===== src/rtl/idu_queue.sv =====
// Instruction decode queue: DEPTH-entry FIFO feeding a one-entry decoded output stage, with a RUN/WFI halt FSM.
// Optional direct-to-stage bypass for an empty queue is enabled by defining IDU_QUEUE_BYPASS_EN.
`ifndef OP_RNG
`define OP_RNG 6:0
`endif
`ifndef LD_OP_CODE
`define LD_OP_CODE 7'h01
`endif
`ifndef ST_OP_CODE
`define ST_OP_CODE 7'h02
`endif
`ifndef STM_OP_CODE
`define STM_OP_CODE 7'h03
`endif
`ifndef MM_OP_CODE
`define MM_OP_CODE 7'h04
`endif
`ifndef ACT_OP_CODE
`define ACT_OP_CODE 7'h05
`endif
`ifndef POOL_OP_CODE
`define POOL_OP_CODE 7'h06
`endif
`ifndef WFI_OP_CODE
`define WFI_OP_CODE 7'h07
`endif

module idu_queue #(
  parameter int INS_W = 64,
  parameter int DEPTH = 4
) (
  input  logic                     clk,
  input  logic                     rst,
  input  logic                     ifu_idu_vld,
  input  logic [INS_W-1:0]         ifu_idu_ins,
  output logic                     idu_ifu_rdy,
  output logic                     idu_ifu_wfi,
  input  logic                     idu_wake,
  input  logic                     lsu_idu_rdy,
  input  logic                     mxu_idu_rdy,
  output logic                     idu_lsu_vld,
  output logic [6:0]               idu_lsu_op,
  output logic [INS_W-1:0]         idu_lsu_ins,
  output logic [$clog2(DEPTH):0]   idu_cnt,
  output logic                     idu_err
);
  localparam int AW = $clog2(DEPTH);
  localparam int CW = AW + 1;
  localparam logic [CW-1:0] FULL_CNT = CW'(DEPTH);

  typedef enum logic {RUN, WFI} state_t;

  state_t            r_state, w_state_next;
  logic [INS_W-1:0]  r_mem [DEPTH];
  logic [AW-1:0]     r_wptr, r_rptr;
  logic [CW-1:0]     r_cnt;
  logic              r_vld;
  logic [6:0]        r_op;
  logic [INS_W-1:0]  r_ins;
  logic              r_err;

  logic              w_rdy, w_issue, w_enq, w_load_ok, w_deq, w_byp, w_push, w_load;
  logic [INS_W-1:0]  w_load_ins;
  logic [6:0]        w_load_op;

  function automatic logic [6:0] f_decode(input logic [6:0] opc);
    logic [6:0] op;
    op = '0;
    case (opc)
      `LD_OP_CODE:   op = 7'b0000001;
      `ST_OP_CODE:   op = 7'b0000010;
      `STM_OP_CODE:  op = 7'b0000100;
      `MM_OP_CODE:   op = 7'b0001000;
      `ACT_OP_CODE:  op = 7'b0010000;
      `POOL_OP_CODE: op = 7'b0100000;
      `WFI_OP_CODE:  op = 7'b1000000;
      default:       op = '0;
    endcase
    return op;
  endfunction

  assign w_rdy   = (r_cnt != FULL_CNT);
  assign w_issue = r_vld & lsu_idu_rdy & (~r_op[3] | mxu_idu_rdy);
  assign w_enq   = ifu_idu_vld & w_rdy;
  // A WFI leaving the stage must not pull in its successor on the same edge.
  assign w_load_ok = (r_state == RUN) & ~(w_issue & r_op[6]) & (~r_vld | w_issue);
  assign w_deq     = w_load_ok & (r_cnt != '0);
`ifdef IDU_QUEUE_BYPASS_EN
  assign w_byp     = w_load_ok & (r_cnt == '0) & w_enq;
`else
  assign w_byp     = 1'b0;
`endif
  assign w_push     = w_enq & ~w_byp;
  assign w_load     = w_deq | w_byp;
  assign w_load_ins = w_byp ? ifu_idu_ins : r_mem[r_rptr];
  assign w_load_op  = f_decode(w_load_ins[`OP_RNG]);

  always_comb begin
    w_state_next = r_state;
    case (r_state)
      RUN:     if (w_issue & r_op[6]) w_state_next = WFI;
      WFI:     if (idu_wake) w_state_next = RUN;
      default: w_state_next = RUN;
    endcase
  end

  always_ff @(posedge clk or posedge rst) begin
    if (rst) begin
      r_state <= RUN;
      r_wptr  <= '0;
      r_rptr  <= '0;
      r_cnt   <= '0;
      r_vld   <= 1'b0;
      r_op    <= '0;
      r_err   <= 1'b0;
    end else begin
      r_state <= w_state_next;
      if (w_push) r_wptr <= r_wptr + 1'b1;
      if (w_deq)  r_rptr <= r_rptr + 1'b1;
      r_cnt <= r_cnt + CW'(w_push) - CW'(w_deq);
      if (w_load) begin
        r_vld <= |w_load_op;
        r_op  <= w_load_op;
        if (w_load_op == '0) r_err <= 1'b1;
      end else if (w_issue) begin
        r_vld <= 1'b0;
        r_op  <= '0;
      end
    end
  end

  always_ff @(posedge clk) begin
    if (w_push) r_mem[r_wptr] <= ifu_idu_ins;
    if (w_load && (w_load_op != '0)) r_ins <= w_load_ins;
  end

  assign idu_ifu_rdy = w_rdy;
  assign idu_ifu_wfi = (r_state == WFI);
  assign idu_lsu_vld = r_vld;
  assign idu_lsu_op  = r_op;
  assign idu_lsu_ins = r_ins;
  assign idu_cnt     = r_cnt;
  assign idu_err     = r_err;
endmodule

===== config.mk =====
export PLATFORM = sky130hd
export DESIGN_NAME = idu_queue
export DESIGN_NICKNAME = d
export VERILOG_FILES = /design/src/rtl/idu_queue.sv
export SDC_FILE = /design/constraint.sdc
export NUM_CORES = 1
export LEC_CHECK = 0
export ABC_AREA = 1
export CAP_MARGIN = 20
export CORE_MARGIN = 2
export CORE_UTILIZATION = 55
export DETAILED_ROUTE_END_ITERATION = 10
export PLACE_DENSITY = 0.8
export SKIP_LAST_GASP = 1
export SYNTH_ARGS = -nofsm -noshare
export SYNTH_HDL_FRONTEND = slang
export SYNTH_SLANG_ARGS = --single-unit

===== constraint.sdc =====
create_clock -name clk -period 11.3 [get_ports clk]
set_clock_uncertainty 0.2 [all_clocks]
set_input_delay 2.26 -clock clk [delete_from_list [all_inputs] [get_ports clk]]
set_output_delay 2.26 -clock clk [all_outputs]
set_load 0.05 [all_outputs]

==> reports/results.ini <==
[run_status]
status=finished, final reports clean

[job]
cap_viol_max_count=0

[worst_setup_path]
critPathSlowestCell=clkdlybuf4s50_1
path_cells=inv_1 > nand3_1 > clkdlybuf4s50_1
start_kind=flop
required_ns=8.84
path_class=flop to output pin
path_max_fanout=3
cp_top_family=buffers and inverters
worstSetupEndpointType=output pin
cpPeakStageDelay_ns=0.80
crit_arrival_ns=1.89
timing.critical_path.buf_inv=2

[grt]
grt_max_degree=95
grt_pass1_wl_um=37100
grt.overflow.total=0
grt_pass1_vias=7029
grtUsageTotal_pct=20.2
antenna_found_initial=1

[synth]
yosys.area.top_type=edfxtp_1
yosysSeqAreaShare_pct=81.6
synth-xor-area-share_pct=0.356
synth_top_family_by_area=compound AO/OA/AOI/OAI gates
synthTopCellsByArea=edfxtp_1, o21ai_0, nor2_1
synth_compound_gate_area_share_pct=7.97
synthMuxAreaShare_pct=0
synth_edf_count=320
synth_cell_type_count=25
synth_flop_cell=edfxtp_1
syn_area_um2=12300
synthAdderAreaFrac_pct=0.774
synth.top_cell.area_share_pct=78.2
synth.most_common_cell=edfxtp_1
synth-simple-area-share_pct=6.83
ys_top_cells_by_count=edfxtp_1, nor2_1, o21ai_0, nand2_1, o22ai_1
async_reset_ff_share_pct=5.04
syn_avg_cell_area_um2=15.2
yosys_register_bits=337
ys_warn_count=0
netlist_instances=809
syn_nets=886

[die]
io_pins=148
die_area_um2=23600
rows=54
die_h_um=153
start_util_pct=56.1
dieWidth_um=153
core_um2=21900

[power]
power_density_nw_per_um2=267
p_leak_uw=0.00515
ir_drop_v=0.000137

[final_layout]
fill_cells=1407
layout-drive-gt1-share_pct=7.53
register_area_um2=10000
multi_input_area_um2=1990
nets=1036
area_growth_pct=23.3

[sta]
maxSlewHeadroom_pct=33.3
min_period_ns=4.35
setup_slack_ns=6.95
hold_viol_final=0
fin_crit_sh_pct=38.5
rsz0062_at_grt=false
tns_ns=0
worst_pin_slew_ns=1.00
drv_slew=0
setup_viol=0
clock.fmax_mhz=230

[min_path]
hold_class=flop to flop

[placed_design]
gp_congestion=0.782
dpl.hpwl_um=12800
dp_slack_ns=6.46
port_buffers=147

[routing]
drtPass1Iterations=5
finalWirelength_um=24000
vias=7101
viasPerCell=5.61
ant_nets=0
wl_per_cell_um=18.9
drc=0
drt_iter0_drc=725

[clocking]
cts_setup_buffers=0
clock_sinks=337
cts_hold_buf=0
htree_levels=2
root_buffer=clkbuf_16
clock_latency_ns=0.50
cts_tree=done
numCtsBuffers=34
path_clk_slew_ns=0.06
clk_path_buf_depth=3
ctsResizeCount=0

[routing by layer]
metal  routed length (um)  part of all wire (%)  vias to the layer above  global-route usage (%)
li1                     -                     -                     3290                       -
met1                10000                    42                     3493                    27.5
met2                11700                    49                      267                    32.6
met3                 1560                   6.5                       51                    3.83
met4                  684                   2.9                        0                    8.17
met5                    0                     0                        -                       0
[kinds of logic after synthesis]
kind of cell             Yosys count
flip-flops                       337
XOR/XNOR                           5
AND/OR/NAND/NOR                  209
adder cells (fa/ha/maj)            7
buffers and inverters             70
AO/OA/AOI/OAI                    181
[cells in the final DEF, fill, tap and decap left out, types with 3 or more instances in the layout]
master / count
clkbuf_8: 3
xor2_1: 4
nor2_4: 6
ha_1: 6
nand2_1: 59
buf_4: 9
inv_1: 21
nand3_1: 21
clkinv_1: 6
o21ai_1: 9
bufinv_16: 3
clkdlybuf4s50_1: 147
o22ai_1: 57
inv_2: 5
nor2_1: 118
clkbuf_16: 37
o21ai_0: 113
dfrtp_1: 15
clkinv_2: 4
edfxtp_1: 320
clkbuf_1: 8
[registers in the layout (all words and copies together) (netlist names)]
register / count
idu_lsu_vld: 1
r_mem: 256
r_rptr: 2
idu_lsu_ins: 64
idu_lsu_op: 7
idu_err: 1
idu_cnt: 3
r_wptr: 2
idu_ifu_wfi: 1
[worst register-to-register path: cells and delay by family, from the launching register on]
kind          cells  cell delay (ns)
buf+inv           6             2.18
flops             1             0.39
simple gates      6             0.68
[worst paths after layout]
kind                              endpoint  startpoint  slack, ns  cells past startpoint
max                            idu_ifu_rdy  idu_cnt[1]       6.95                      3
min                                idu_err     idu_err       0.29                      2
max reg2reg                idu_lsu_ins[50]   r_rptr[1]       7.46                     12
min reg2reg                        idu_err     idu_err       0.29                      2
max in group asynchronous        r_rptr[0]         rst       8.50                      2
min in group asynchronous       idu_cnt[2]         rst       1.95                      2
[metrics by stage]
step / instance area [um2] / total power [uW] / hold slack, ns / std cells / util, %
after floorplan: 12300 / 2600 / 0.356 / 809 / -
after global placement: 14000 / 2920 / 0.266 / 1203 / 64.1
after detailed placement: 14000 / 2960 / 0.272 / 1203 / 64.1
after CTS: 15200 / 4080 / 0.287 / 1263 / 69.2
after global routing: 15200 / 4250 / 0.313 / 1264 / 69.2
final: 15200 / 4050 / 0.286 / 1265 / 69.2
[where the power goes]
part           total [uW]  internal [uW]  switching, uW
Combinational        1160            323            836
Clock                1110            682            430
Sequential           1780           1700           79.0
Total                4050           2710           1340
[final cells by class]
| type | instances | area share, % |
|---|---|---|
| diodes | 2 | 0.0330 |
| clock buffers | 48 | 6.58 |
| clock inverters | 12 | 0.842 |
| inverters | 28 | 0.718 |
| multi-input cells | 402 | 13.1 |
| flip-flops and latches | 337 | 66.2 |
| well taps | 280 | 2.31 |
| repair buffers | 156 | 10.2 |
(Power assumes the default switching activity.)
